==> config.mk <==
export PLATFORM = sky130hd
export DESIGN_NAME = mips_run_ctrl
export DESIGN_NICKNAME = d
export VERILOG_FILES = /design/src/rtl/mips_run_ctrl.sv
export SDC_FILE = /design/constraint.sdc
export NUM_CORES = 1
export LEC_CHECK = 0
export BUFFER_PORTS_ARGS = -buffer_cell sky130_fd_sc_hd__buf_4
export CAP_MARGIN = 20
export CORE_MARGIN = 10
export CORE_UTILIZATION = 40
export DETAILED_ROUTE_END_ITERATION = 6
export GPL_TIMING_DRIVEN = 0
export PLACE_DENSITY_LB_ADDON = 0.2
export SLEW_MARGIN = 20
export SYNTH_ARGS = -nofsm -noshare
export SYNTH_HDL_FRONTEND = slang
export SYNTH_SLANG_ARGS = --single-unit
==> constraint.sdc <==
create_clock -name clk -period 4.8 [get_ports clk]
set_input_delay 0.72 -clock clk [delete_from_list [all_inputs] [get_ports clk]]
set_output_delay 0.72 -clock clk [all_outputs]
set_load 0.03 [all_outputs]
==> src/rtl/mips_run_ctrl.sv <==
// Run controller for the single-cycle MIPS core: reset sequencing, run gating, halt detection and {pc, ir} trace.
// Define MIPS_RUN_TRACE_EN to build the trace buffer and its read port.
module mips_run_ctrl #(
    parameter int          PC_W        = 32,
    parameter int          IR_W        = 32,
    parameter int          RST_CYCLES  = 2,
    parameter int          MAX_CYCLES  = 1024,
    parameter int          STALL_LIMIT = 4,
    parameter logic [31:0] HALT_WORD   = 32'h0000000C,
    parameter int          TRACE_DEPTH = 16,
    parameter int          CNT_W       = 32
) (
    input  logic                         clk,
    input  logic                         rst,
    input  logic                         start,
    input  logic [PC_W-1:0]              pc,
    input  logic [IR_W-1:0]              ir,
    output logic                         cpu_rst_n,
    output logic                         cpu_en,
    output logic                         busy,
    output logic                         done,
    output logic [1:0]                   halt_cause,
    output logic [CNT_W-1:0]             cycle_count,
    input  logic                         trace_rd_en,
    output logic [PC_W+IR_W-1:0]         trace_rd_data,
    output logic                         trace_rd_valid,
    output logic [$clog2(TRACE_DEPTH):0] trace_count,
    output logic                         trace_overflow
);

    localparam int RC_W = $clog2(RST_CYCLES + 1);
    localparam int SW   = $clog2(STALL_LIMIT + 1);

    typedef enum logic [1:0] {
        S_IDLE,
        S_RESET,
        S_RUN,
        S_DONE
    } state_t;

    state_t            state_q, state_d;
    logic [RC_W-1:0]   rst_cnt_q, rst_cnt_d;
    logic [CNT_W-1:0]  cycle_cnt_q, cycle_cnt_d;
    logic [SW-1:0]     stall_cnt_q, stall_cnt_d;
    logic [PC_W-1:0]   prev_pc_q, prev_pc_d;
    logic              have_prev_q, have_prev_d;
    logic [1:0]        cause_q, cause_d;

    logic              clear;
    logic              run_wr;
    logic              pc_eq;
    logic              hit_word;
    logic              hit_stall;
    logic              hit_budget;

    // A PC seen on STALL_LIMIT consecutive RUN cycles is a self-loop halt.
    assign pc_eq      = have_prev_q && (pc == prev_pc_q);
    assign hit_word   = (ir == IR_W'(HALT_WORD));
    assign hit_stall  = pc_eq && (stall_cnt_q + SW'(1) >= SW'(STALL_LIMIT - 1));
    assign hit_budget = ({1'b0, cycle_cnt_q} + (CNT_W+1)'(1)) == (CNT_W+1)'(MAX_CYCLES);

    always_comb begin
        state_d     = state_q;
        rst_cnt_d   = rst_cnt_q;
        cycle_cnt_d = cycle_cnt_q;
        stall_cnt_d = stall_cnt_q;
        prev_pc_d   = prev_pc_q;
        have_prev_d = have_prev_q;
        cause_d     = cause_q;
        clear       = 1'b0;
        run_wr      = 1'b0;
        unique case (state_q)
            S_IDLE: begin
                if (start) begin
                    state_d = S_RESET;
                    clear   = 1'b1;
                end
            end
            S_RESET: begin
                if (rst_cnt_q == RC_W'(RST_CYCLES - 1)) begin
                    state_d = S_RUN;
                end else begin
                    rst_cnt_d = rst_cnt_q + RC_W'(1);
                end
            end
            S_RUN: begin
                run_wr      = 1'b1;
                prev_pc_d   = pc;
                have_prev_d = 1'b1;
                stall_cnt_d = pc_eq ? stall_cnt_q + SW'(1) : '0;
                if (cycle_cnt_q != '1) begin
                    cycle_cnt_d = cycle_cnt_q + CNT_W'(1);
                end
                if (hit_word) begin
                    cause_d = 2'd1;
                    state_d = S_DONE;
                end else if (hit_stall) begin
                    cause_d = 2'd2;
                    state_d = S_DONE;
                end else if (hit_budget) begin
                    cause_d = 2'd3;
                    state_d = S_DONE;
                end
            end
            S_DONE: begin
                if (start) begin
                    state_d = S_RESET;
                    clear   = 1'b1;
                end
            end
            default: state_d = S_IDLE;
        endcase
        if (clear) begin
            rst_cnt_d   = '0;
            cycle_cnt_d = '0;
            stall_cnt_d = '0;
            have_prev_d = 1'b0;
            cause_d     = 2'd0;
        end
    end

    always_ff @(posedge clk) begin
        if (rst) begin
            state_q     <= S_IDLE;
            rst_cnt_q   <= '0;
            cycle_cnt_q <= '0;
            stall_cnt_q <= '0;
            prev_pc_q   <= '0;
            have_prev_q <= 1'b0;
            cause_q     <= 2'd0;
        end else begin
            state_q     <= state_d;
            rst_cnt_q   <= rst_cnt_d;
            cycle_cnt_q <= cycle_cnt_d;
            stall_cnt_q <= stall_cnt_d;
            prev_pc_q   <= prev_pc_d;
            have_prev_q <= have_prev_d;
            cause_q     <= cause_d;
        end
    end

    // Core reset is released once RESET finishes and stays released in DONE.
    assign cpu_rst_n   = (state_q == S_RUN) || (state_q == S_DONE);
    assign cpu_en      = (state_q == S_RUN);
    assign busy        = (state_q == S_RESET) || (state_q == S_RUN);
    assign done        = (state_q == S_DONE);
    assign halt_cause  = cause_q;
    assign cycle_count = cycle_cnt_q;

`ifdef MIPS_RUN_TRACE_EN
    localparam int PTR_W = $clog2(TRACE_DEPTH);
    localparam int CW    = PTR_W + 1;
    localparam int TW    = PC_W + IR_W;

    logic [TW-1:0]    mem [TRACE_DEPTH];
    logic [PTR_W-1:0] wr_ptr_q, wr_ptr_d;
    logic [PTR_W-1:0] rd_ptr_q, rd_ptr_d;
    logic [CW-1:0]    tcnt_q, tcnt_d;
    logic             ovf_q, ovf_d;
    logic [TW-1:0]    rd_data_q, rd_data_d;
    logic             rd_valid_q, rd_valid_d;
    logic             rd_fire;

    assign rd_fire = (state_q == S_DONE) && trace_rd_en && (tcnt_q != '0);

    always_comb begin
        wr_ptr_d   = wr_ptr_q;
        rd_ptr_d   = rd_ptr_q;
        tcnt_d     = tcnt_q;
        ovf_d      = ovf_q;
        rd_data_d  = rd_data_q;
        rd_valid_d = 1'b0;
        if (clear) begin
            wr_ptr_d  = '0;
            rd_ptr_d  = '0;
            tcnt_d    = '0;
            ovf_d     = 1'b0;
            rd_data_d = '0;
        end else if (run_wr) begin
            wr_ptr_d = wr_ptr_q + PTR_W'(1);
            // Full: the oldest entry is overwritten, so the read side advances.
            if (tcnt_q == CW'(TRACE_DEPTH)) begin
                rd_ptr_d = rd_ptr_q + PTR_W'(1);
                ovf_d    = 1'b1;
            end else begin
                tcnt_d = tcnt_q + CW'(1);
            end
        end else if (rd_fire) begin
            rd_data_d  = mem[rd_ptr_q];
            rd_valid_d = 1'b1;
            rd_ptr_d   = rd_ptr_q + PTR_W'(1);
            tcnt_d     = tcnt_q - CW'(1);
        end
    end

    always_ff @(posedge clk) begin
        if (run_wr) begin
            mem[wr_ptr_q] <= {pc, ir};
        end
    end

    always_ff @(posedge clk) begin
        if (rst) begin
            wr_ptr_q   <= '0;
            rd_ptr_q   <= '0;
            tcnt_q     <= '0;
            ovf_q      <= 1'b0;
            rd_data_q  <= '0;
            rd_valid_q <= 1'b0;
        end else begin
            wr_ptr_q   <= wr_ptr_d;
            rd_ptr_q   <= rd_ptr_d;
            tcnt_q     <= tcnt_d;
            ovf_q      <= ovf_d;
            rd_data_q  <= rd_data_d;
            rd_valid_q <= rd_valid_d;
        end
    end

    assign trace_rd_data  = rd_data_q;
    assign trace_rd_valid = rd_valid_q;
    assign trace_count    = tcnt_q;
    assign trace_overflow = ovf_q;
`else
    logic unused_trace;
    assign unused_trace   = ^{trace_rd_en, run_wr};
    assign trace_rd_data  = '0;
    assign trace_rd_valid = 1'b0;
    assign trace_count    = '0;
    assign trace_overflow = 1'b0;
`endif

endmodule

Word level (Yosys, flattened, before mapping):

Index checks and enable logic that the tools add are counted.

* flip-flop bits (word level): 74
* input port bits: 68
* output and inout bits: 109
* word-level logic and storage cells: 47

* $add $sub $neg: 4
* order comparisons: 1
* equal/unequal tests: 11
* multiplexer cells: 11
* bitwise gates (word level): 1
* reductions and logical operators: 12

Operators by type and width (count)
* $add A32 B1 Y33 const B: 1
* $eq A33 B11 Y1 const B: 1
* $add A32 B1 Y32 const B: 1
* $eq A32 B32 Y1: 1
* $eq A32 B4 Y1 const B: 1
* $ne A32 B32 Y1 const B: 1
* $mux W2: 7
* $pmux W2 S3: 1
* $reduce_and A2 Y1: 3
* $eq A2 B1 Y1 const B: 2
* $eq A2 B2 Y1 const B: 2
* $ne A4 B1 Y1 const B: 1
* $reduce_or A2 Y1: 2
* $add A3 B1 Y3 const B: 1
* $ge A3 B2 Y1 const B: 1
* $mux W3: 1
* $reduce_and A3 Y1: 1
* $reduce_bool A3 Y1: 1
* $add A2 B1 Y2 const B: 1
* $logic_and A1 B1 Y1: 2
* $logic_not A2 Y1: 1
* $logic_or A1 B1 Y1: 2
* $mux W1: 2
* $ne A2 B1 Y1 const B: 1
* other kinds (2): 2

Logic depth before layout (Yosys ltp):

Gate-level depths: netlist (run 1).

* depth after elaboration: 6
* depth in mapped cells: 12
* mapped depth without buffers: 10

Least setup slack after synthesis (run 1):

No wires, ideal clock.

* kind: reg-to-reg
* from: register cycle_cnt_q[0], in the netlist cycle_count[0]
* to: register state_q[0]
* library setup time: 0.084 ns
* data arrival time: 2.880 ns
* required time: 4.716 ns
* slack: 1.836 ns
* stages on the path, launching flop included: 12
* path buffers: 1
* clock period less this slack: 2.964 ns
* path through: dfxtp_1 > ha_1 > clkbuf_1 > nand4_1 > or4_4 > a211oi_2 > nor2_1 > nor4_1 > o2111ai_1 > o21a_1 > or2_1 > o31ai_2

* word-level cells in the longest chain between the ends: 4

Ends and longest elaborated chain
* start: declaration: RTL line 43 `logic [CNT_W-1:0] cycle_cnt_q, cycle_cnt_d;`
* start signal: assignment: RTL line 134 `cycle_cnt_q <= cycle_cnt_d;`
* $add A32 B1 Y33: RTL line 60 `assign hit_budget = ({1'b0, cycle_cnt_q} + (CNT_W+1)'(1)) == (CNT_W+1)'(MAX_CYCLES);`
* $eq A33 B11 Y1: RTL line 60
* $ne A4 B1 Y1 (no line)
* $reduce_and A3 Y1 (no line)
* end signal: assignment: RTL line 132 `state_q <= state_d;`
* end: declaration: RTL line 41 `state_t state_q, state_d;`

No other way between the ends.
A chain may end at the register's enable or synchronous reset.

Worst setup path after layout (run 1):

* from: register cycle_cnt_q[1], in the netlist cycle_count[1]
* to: register state_q[0]

Same word-level chain as after synthesis.

==> results of run 1 <==
per-stage QoR:
stage	setup slack, ns	power, W	hold slack, ns	instance area (µm²)	utilization [%]
6_report	1.39	0.00199	0.505	6240	54.2
5_1_grt	1.17	0.00209	0.526	6240	54.2
4_1_cts	1.38	0.00200	0.496	6240	54.2
3_5_place_dp	1.43	0.00135	0.482	5960	51.7
3_3_place_gp	1.43	0.00133	0.481	5960	51.7
2_1_floorplan	1.84	0.00118	0.455	5010	-
logic make-up (layout without fill, tap and decap cells):
kind of cell	Yosys count	count (layout)	synth area share, %
AOI/OAI and AO/OA	39	39	5.91
xor gates and xnor gates	72	72	13.3
adders and majority gates	8	8	2.11
buffers and inverters	109	228	14.3
DFF	74	74	31.2
muxes	34	34	7.17
other	1	71	0.0791
and+or+nand+nor	240	240	25.9
final cells by class:
cell class | instances | area [µm²] | share of cell area [%]
multi-input combinational | 464 | 2850 | 45.6
sequential | 74 | 1480 | 23.7
clock inverter | 7 | 61.3 | 0.982
clock buffer | 9 | 225 | 3.61
inverter | 10 | 37.5 | 0.601
timing repair buffer | 103 | 773 | 12.4
tap | 143 | 179 | 2.87
buffer | 99 | 642 | 10.3
cell usage in the layout, fill, tap and decap left out, types with 3 or more instances in the layout:
cell | netlist | routed
buf_4 | 71 | 174
nor2_1 | 94 | 94
dfxtp_1 | 74 | 74
conb_1 | 1 | 71
xor2_1 | 42 | 42
mux2i_1 | 34 | 34
nand2_1 | 32 | 32
xnor2_1 | 30 | 30
clkbuf_1 | 24 | 24
nand4_1 | 20 | 20
nor4_1 | 18 | 18
nand3_1 | 14 | 14
nor3_1 | 13 | 13
and3_1 | 12 | 12
inv_1 | 10 | 10
clkbuf_16 | 0 | 9
ha_1 | 8 | 8
a21oi_1 | 6 | 6
o21ai_0 | 5 | 5
nor3b_1 | 5 | 5
or4_1 | 4 | 4
a31oi_1 | 4 | 4
or3_1 | 4 | 4
a211oi_1 | 4 | 4
a21o_1 | 3 | 3
and4_1 | 3 | 3
buf_2 | 3 | 3
nor2b_1 | 3 | 3
o2111ai_1 | 3 | 3
final timing paths:
| check | start | to | slack, ns | depth (start not counted) |
|---|---|---|---|---|
| max reg2reg | cycle_count[1] | state_q[0] | 1.39 | 11 |
| min reg2reg | have_prev_q | have_prev_q | 0.51 | 2 |
| max | cycle_count[1] | state_q[0] | 1.39 | 11 |
| min | have_prev_q | have_prev_q | 0.51 | 2 |
power by group:
group,leakage (nW),switching [W],internal (W),total [W]
Combinational,2.01,0.000368,0.000257,0.000624
Clock,0.135,0.000286,0.000359,0.000645
Sequential,0.599,0.0000440,0.000674,0.000718
Total,2.74,0.000698,0.00129,0.00199
worst max-delay path: cells and delay by family, from the launching register on:
kind | cells | cell delay, ns
buffers and inverters | 1 | 0.31
and+or+nand+nor | 5 | 1.58
DFF | 1 | 0.48
adders and majority gates | 1 | 0.20
AOI/OAI and AO/OA | 4 | 0.76
per-layer routing:
layer / track usage [%] / routed length [µm] / vias up
li1: - / - / 2204
met1: 17.6 / 5460 / 1982
met2: 28.5 / 6890 / 132
met3: 4.60 / 847 / 19
met4: 4.95 / 229 / 0
met5: 0 / 0 / -
sequential cells by signal, indices dropped and copies added (netlist names):
name / flops
prev_pc_q: 32
halt_cause: 2
have_prev_q: 1
state_q: 2
cycle_count: 32
stall_cnt_q: 3
rst_cnt_q: 2
==> metrics.yaml, run 1 <==
powerDensity_nw_per_um2: 318
num_rows: 39
synthDominantCellAreaShare_pct: 31.2
htreeDepth: 3
grt-ovfl-total: 0
cts_buffers: 9
drt-initial-drc-count: 251
coreArea_um2: 11500
via_per_inst: 4.77
synthTopCellsByArea: "dfxtp_1 31%, buf_4 11%, xor2_1 7.8%"
initial_utilization_pct: 41.2
tightest_slew_ns: 0.725
die_w_um: 129
yosysSeqAreaShare_pct: 31.2
grt_setup_unrepaired: "no"
dr.pass1.iters: 4
num_vias: 4337
hold_buffers: 0
synthMostInstantiatedCell: "nor2_1"
hold_class: "reg2reg"
insertedDiodeCount: 0
post_cts_buffers: 0
cpMaxStageDelayCell: "dfxtp_1"
fin_worst_skew_ns: 0.00868
status: "finished, final reports clean"
placed_cells: 893
wl_um: 13400
peakVddDrop_mv: 0.222
place_congestion: 0.970
p_leak_nw: 2.74
worstPathArrival_ns: 3.68
nets: 837
synth_edf_count: 0
ys_ff_latch: 74
die_y_um: 129
cts_sinks: 74
maxCapViolCount: 0
ant_nets: 0
drv_slew: 0
drive_above_1_share_pct: 26.6
antenna_found_initial: 0
synth_flop_cell: "dfxtp_1"
cts_resized: 0
ios: 177
grt_pass1_wl_um: 21600
synth.distinct_cells: 55
path_clk_slew_ns: 0.06
wl_per_cell_um: 14.8
cts_root_buf: "clkbuf_16"
area_delta_synth_final_pct: 31.7
synthArstFlopShare_pct: 0
dp_hpwl_um: 11100
grt.total_usage_pct: 15.9
port_buffers: 103
cts_tree: "built"
fin_setup_tns_ns: 0
drc: 0
grt_max_degree: 16
avgSynthCellArea_um2: 8.22
critPathKind: "reg2reg"
syn_area_um2: 4740
hold_violations: 0
end_kind: "flop"
cpPeakStageDelay_ns: 0.48
syn_inst: 577
finalSetupViolations: 0
clock_latency_ns: 0.34
synth.cells.most_frequent: "94 x nor2_1, 74 x dfxtp_1, 71 x buf_4"
instances_no_fill: 909
fill_cells: 1134
max_freq_mhz: 293
start_kind: "flop"
die_area_um2: 16600
crit_fanout: 9
grt_pass1_vias: 4316
period_minus_slack_ns: 3.41
required_ns: 5.06
cts_buffer_depth: 2
crit_chain: "ha_1, clkbuf_1, nand4_1, nor4_2, and3_1, o22ai_1, nor4_1, o2111ai_1, o21a_1, or2_1, o31ai_2"
slew-limit-headroom_pct: 51.7
fin_crit_sh_pct: 71.1
synth_largest_area_cell: "dfxtp_1"
yosys_warnings: 0
No activity file was read; power rests on OpenSTA's default activity.
==> run 2, diff against run 1 <==
ABC_AREA = 1   (was default)
clock period = 3.2 ns   (was 4.8 ns; I/O delays follow)
==> metrics.yaml, run 2 <==
via_per_inst: 4.74  # -0.74%
synth.distinct_cells: 35  # -36%
die_y_um: 136  # +5.6%
insertedDiodeCount: 0  # unchanged
reg2reg_depth: 14  # +3
initial_utilization_pct: 40.7  # -0.46 points
power_frac_comb_pct: 44.2  # +13 points
dp_hpwl_um: 14200  # +27%
holdPathStages: 3  # +1
fin_crit_sh_pct: 83.1
dr.pass1.iters: 5  # +1
whs_ns: 0.378  # -0.128 ns
cts_sinks: 74  # unchanged
synthArstFlopShare_pct: 0  # unchanged
area_delta_synth_final_pct: 28.9
p_switching_w: 0.00192  # +170%
end_kind: "output port"
drt-initial-drc-count: 460  # +83%
hold_buffers: 0  # unchanged
port_buffers: 104  # +0.97%
die_w_um: 136  # +5.6%
antenna_found_initial: 0  # unchanged
htreeDepth: 3  # unchanged
switching_share_pct: 43.9  # +8.8 points
peakVddDrop_mv: 0.424  # +91%
worstPathArrival_ns: 2.18  # -1.50 ns
num_vias: 5896  # +36%
mostFrequentLayoutCells: "184 x nand2_1, 175 x buf_4, 140 x nor2_1"
maxCapViolCount: 0  # unchanged
drv_slew: 0  # unchanged
fin_worst_skew_ns: 0.00718  # -0.00150 ns
ant_nets: 0  # unchanged
slew-limit-headroom_pct: 53.0  # +1.3 points
syn_area_um2: 5390  # +14%
clock_latency_ns: 0.34  # about the same
synth_flop_cell: "dfxtp_1"
fin_setup_tns_ns: 0  # unchanged
drc: 0  # unchanged
place_congestion: 0.958  # -1.3%
synthTopCellsByArea: "dfxtp_1 27%, nand2_1 13%, buf_4 9.9%"
wl_per_cell_um: 14.0  # -5.1%
syn_inst: 879  # +52%
grt_pass1_vias: 5418  # +26%
crit_chain: "ha_1, clkbuf_1, clkbuf_1, or2_2, buf_4"
path_clk_slew_ns: 0.06  # about the same
cts_resized: 0  # unchanged
cpMaxStageDelayCell: "clkbuf_1"
final_common_cell: "nand2_1"
p_clk_share_pct: 23.8  # -8.6 points
status: "finished, final reports clean"
worst_path_most_repeated_cell: "clkbuf_1"
yosys_warnings: 0  # unchanged
yosysSeqAreaShare_pct: 27.5  # -3.8 points
num_rows: 42  # +7.7%
synth_largest_area_cell: "dfxtp_1"
grt-ovfl-total: 0  # unchanged
synth_edf_count: 0  # unchanged
internal_power_w: 0.00245  # +90%
grt_setup_unrepaired: "no"
cpPeakStageDelay_ns: 0.44  # -0.04 ns
coreArea_um2: 13200  # +15%
nets: 1140  # +36%
ys_ff_latch: 74  # unchanged
avgSynthCellArea_um2: 6.14  # -25%
p_total_w: 0.00436  # +120%
grt_max_degree: 13  # -3
p_leak_nw: 3.35  # +22%
postLayoutCoreUtil_pct: 52.5  # -1.7 points
max_freq_mhz: 376
post_cts_buffers: 0  # unchanged
synthDominantCellAreaShare_pct: 27.5  # -3.8 points
rrSetupSlack_ns: 0.82  # -0.57 ns
period_minus_slack_ns: 2.66
grt_pass1_wl_um: 27400  # +27%
critPathKind: "reg2out"
cts_root_buf: "clkbuf_16"
powerDensity_nw_per_um2: 627  # +97%
finalSetupViolations: 0  # unchanged
crit_fanout: 10  # +1
ios: 177  # unchanged
die_area_um2: 18500  # +12%
drive_above_1_share_pct: 20.4  # -6.2 points
synth.cells.most_frequent: "184 x nand2_1, 140 x nor2_1, 103 x inv_1"
hold_violations: 0  # unchanged
tightest_slew_ns: 0.706  # -0.0192 ns
start_kind: "flop"
required_ns: 2.72  # -2.34 ns
grt.total_usage_pct: 18.3  # +2.4 points
wl_um: 17400  # +30%
synthMostInstantiatedCell: "nand2_1"
cts_buffer_depth: 2  # unchanged
pwr-share-seq_pct: 32.0  # -4.1 points
cts_buffers: 9  # unchanged
cts_tree: "built"
hold_class: "in2reg"
run 2: cell types whose count changed in the layout (fill, tap and decap cells not counted), sizes merged, moves of 35 or more:
| cell | delta |
|---|---|
| nor2 | +55 |
| xor2 | -35 |
| inv | +90 |
| a21oi | +58 |
| nand2 | +157 |
| o21ai | +72 |
run 2: worst paths after layout:
kind	startpoint	to
setup reg to reg	cycle_count[1]	state_q[1]
setup / recovery	state_q[1]	cpu_rst_n
hold reg to reg	halt_cause[0]	halt_cause[0]
hold / removal	pc[30]	prev_pc_q[30]
run 2: power groups by stage:
stage | Sequential [W] | Clock [W] | Combinational, W
final | 0.00139 | 0.00104 | 0.00193
after global routing | 0.00142 | 0.00110 | 0.00217
after CTS | 0.00139 | 0.00105 | 0.00193
after detailed placement | 0.00141 | 0 | 0.00192
after global placement | 0.00140 | 0 | 0.00191
after floorplan | 0.00151 | 0 | 0.00121
run 2: cells by family (layout without fill, tap and decap cells):
logic type / count (synthesis) / after routing / synth area share [%]
other cells: 1 / 71 / 0.0695
buf+inv: 195 / 315 / 18.6
simple gates: 441 / 441 / 35.8
compound gates: 145 / 145 / 13.7
flops: 74 / 74 / 27.5
fa+ha+maj: 8 / 8 / 1.86
xor+xnor: 15 / 15 / 2.44
run 2: through the flow:
step / area (µm²) / std cells / setup slack, ns
floorplan: 5660 / 949 / 1.04
global placement: 6660 / 1229 / 0.856
detailed placement: 6660 / 1229 / 0.819
CTS: 6950 / 1245 / 0.488
global route: 6950 / 1245 / 0.372
finish: 6950 / 1245 / 0.541
run 2: layer usage:
layer | up-vias | share of wire [%] | GRT usage, %
met2 | 245 | 42 | 27.8
met1 | 2581 | 46 | 24.4
met4 | 0 | 1.1 | 5.44
met5 | - | 0 | 0
met3 | 18 | 11 | 5.35
li1 | 3052 | - | -
run 2: final cells by class:
cell class	count	area (µm²)
Fill cell	1378	6290
Multi-Input combinational cell	680	3170
Sequential cell	74	1480
Timing Repair Buffer	104	781
Buffer	90	609
Inverter	105	394
Clock buffer	11	243
Tap cell	176	220
Clock inverter	5	53.8
run 2: worst max-delay path: cells and delay by family, from the launching register on:
kind | cells | cell delay [ns]
adder cells (fa/ha/maj) | 1 | 0.31
buffers and inverters | 3 | 0.94
flip-flops | 1 | 0.39
AND/OR/NAND/NOR | 1 | 0.20
==> run 3, diff against run 2 <==
clock period = 2.7 ns   (was 3.2 ns; I/O delays follow)
==> metrics.yaml, run 3 (synthesis gave the netlist of run 2 again) <==
worstPathArrival_ns: 2.06  # -0.12 ns
ios: 177  # unchanged
mostFrequentLayoutCells: "184 x nand2_1, 175 x buf_4, 140 x nor2_1"
period_minus_slack_ns: 2.47
num_vias: 5891  # -0.085%
internal_power_w: 0.00290  # +19%
drc: 0  # unchanged
grt-ovfl-total: 0  # unchanged
grt_pass1_wl_um: 27400  # unchanged
p_total_w: 0.00517  # +18%
crit_fanout: 10  # unchanged
max_freq_mhz: 405
p_switching_w: 0.00227  # +18%
die_area_um2: 18500  # unchanged
drive_above_1_share_pct: 20.5  # +0.094 points
fin_worst_skew_ns: 0.00496  # -0.00222 ns
instances_no_fill: 1245  # unchanged
via_per_inst: 4.73  # about the same
port_buffers: 104  # unchanged
maxCapViolCount: 0  # unchanged
place_congestion: 0.958  # unchanged
coreArea_um2: 13200  # unchanged
ant_nets: 0  # unchanged
dr.pass1.iters: 5  # unchanged
fill_cells: 1377  # -0.073%
htreeDepth: 3  # unchanged
p_clk_share_pct: 23.7  # about the same
cts_tree: "built"
grt.total_usage_pct: 18.3  # unchanged
multi_input_area_um2: 3170  # unchanged
hold_violations: 0  # unchanged
grt_max_degree: 13  # unchanged
p_leak_nw: 3.36  # about the same
dp_hpwl_um: 14200  # unchanged
grt_pass1_vias: 5418  # unchanged
required_ns: 2.30  # -0.42 ns
area_delta_synth_final_pct: 28.9  # about the same
placed_cells: 1229  # unchanged
pwr-share-seq_pct: 32.0  # about the same
hold_class: "in2reg"
tightest_slew_ns: 0.707  # +0.00140 ns
switching_share_pct: 43.9  # -0.070 points
status: "finished, final reports clean"
wl_um: 17400  # about the same
finalSetupViolations: 0  # unchanged
antenna_found_initial: 0  # unchanged
start_kind: "flop"
critPathKind: "reg2out"
slew-limit-headroom_pct: 52.9  # -0.093 points
drv_slew: 0  # unchanged
die_y_um: 136  # unchanged
path_clk_slew_ns: 0.06  # about the same
cts_buffers: 9  # unchanged
cts_buffer_depth: 2  # unchanged
peakVddDrop_mv: 0.502  # +18%
nets: 1140  # unchanged
cts_sinks: 74  # unchanged
hold_buffers: 0  # unchanged
clock_latency_ns: 0.34  # about the same
seqCellArea_um2: 1480  # unchanged
wl_per_cell_um: 14.0  # about the same
initial_utilization_pct: 40.7  # unchanged
final_common_cell: "nand2_1"
fin_setup_tns_ns: 0  # unchanged
die_w_um: 136  # unchanged
drt-initial-drc-count: 418  # -9.1%
power_frac_comb_pct: 44.3  # about the same
end_kind: "output port"
powerDensity_nw_per_um2: 743  # +18%
insertedDiodeCount: 0  # unchanged
num_rows: 42  # unchanged
cts_root_buf: "clkbuf_16"
fin_crit_sh_pct: 91.4
grt_setup_unrepaired: "no"
run 3: changes by cell type in the layout (fill, tap and decap cells not counted):
cell	before	now
clkbuf_2	0	1
clkbuf_1	14	13
run 3: path summary, 6_finish.rpt:
check	startpoint	end	cells after the start	slack, ns
worst max register to register	cycle_count[1]	state_q[1]	16	0.32
worst max-delay path	state_q[0]	cpu_rst_n	6	0.23
worst min register to register	halt_cause[0]	halt_cause[0]	2	0.46
worst min-delay path	pc[2]	prev_pc_q[2]	3	0.30
run 3: cell type report:
class                           instances  share of cell area (%)
Timing Repair Buffer                  104                    11.2
Buffer                                 90                    8.78
Clock inverter                          5                   0.774
Clock buffer                           11                    3.49
Sequential cell                        74                    21.3
Inverter                              105                    5.67
Tap cell                              176                    3.17
Multi-Input combinational cell        680                    45.6
run 3: metrics by stage:
| stage | util (%) | hold WS, ns | instance area (µm²) | setup WS (ns) |
|---|---|---|---|---|
| 2_1_floorplan | - | 0.454 | 5660 | 0.544 |
| 3_3_place_gp | 50.3 | 0.448 | 6660 | 0.356 |
| 3_5_place_dp | 50.3 | 0.451 | 6660 | 0.319 |
| 4_1_cts | 52.5 | 0.303 | 6950 | 0.0633 |
| 5_1_grt | 52.5 | 0.312 | 6960 | 0.00920 |
| 6_report | 52.5 | 0.303 | 6960 | 0.233 |
run 3: repair_timing:
| action | CTS | global route |
|---|---|---|
| setup buffers | 0 | 0 |
| setup endpoints to repair | 0 | 1 |
| hold endpoints to repair | 0 | 0 |
| gates resized for setup | 0 | 2 |
run 3: power by group through the flow:
stage	sequential (W)	clock, W	combinational [W]
4_1_cts	0.00165	0.00125	0.00229
3_3_place_gp	0.00166	0	0.00226
5_1_grt	0.00169	0.00130	0.00257
3_5_place_dp	0.00167	0	0.00227
6_report	0.00165	0.00123	0.00229
2_1_floorplan	0.00179	0	0.00143
run 3: worst max-delay path: stages, from the launching register on:
cell and delay, ns:
dfxtp_1 0.38, inv_1 0.06, ha_1 0.28, clkbuf_1 0.24
clkbuf_2 0.26, or2_2 0.33, buf_4 0.17
run 3: routing by layer:
| metal | GRT usage, % | part of all wire [%] | up-vias |
|---|---|---|---|
| met3 | 5.35 | 11 | 19 |
| met5 | 0 | 0 | - |
| met1 | 24.4 | 46 | 2586 |
| li1 | - | - | 3056 |
| met4 | 5.44 | 1.1 | 0 |
| met2 | 27.8 | 43 | 230 |
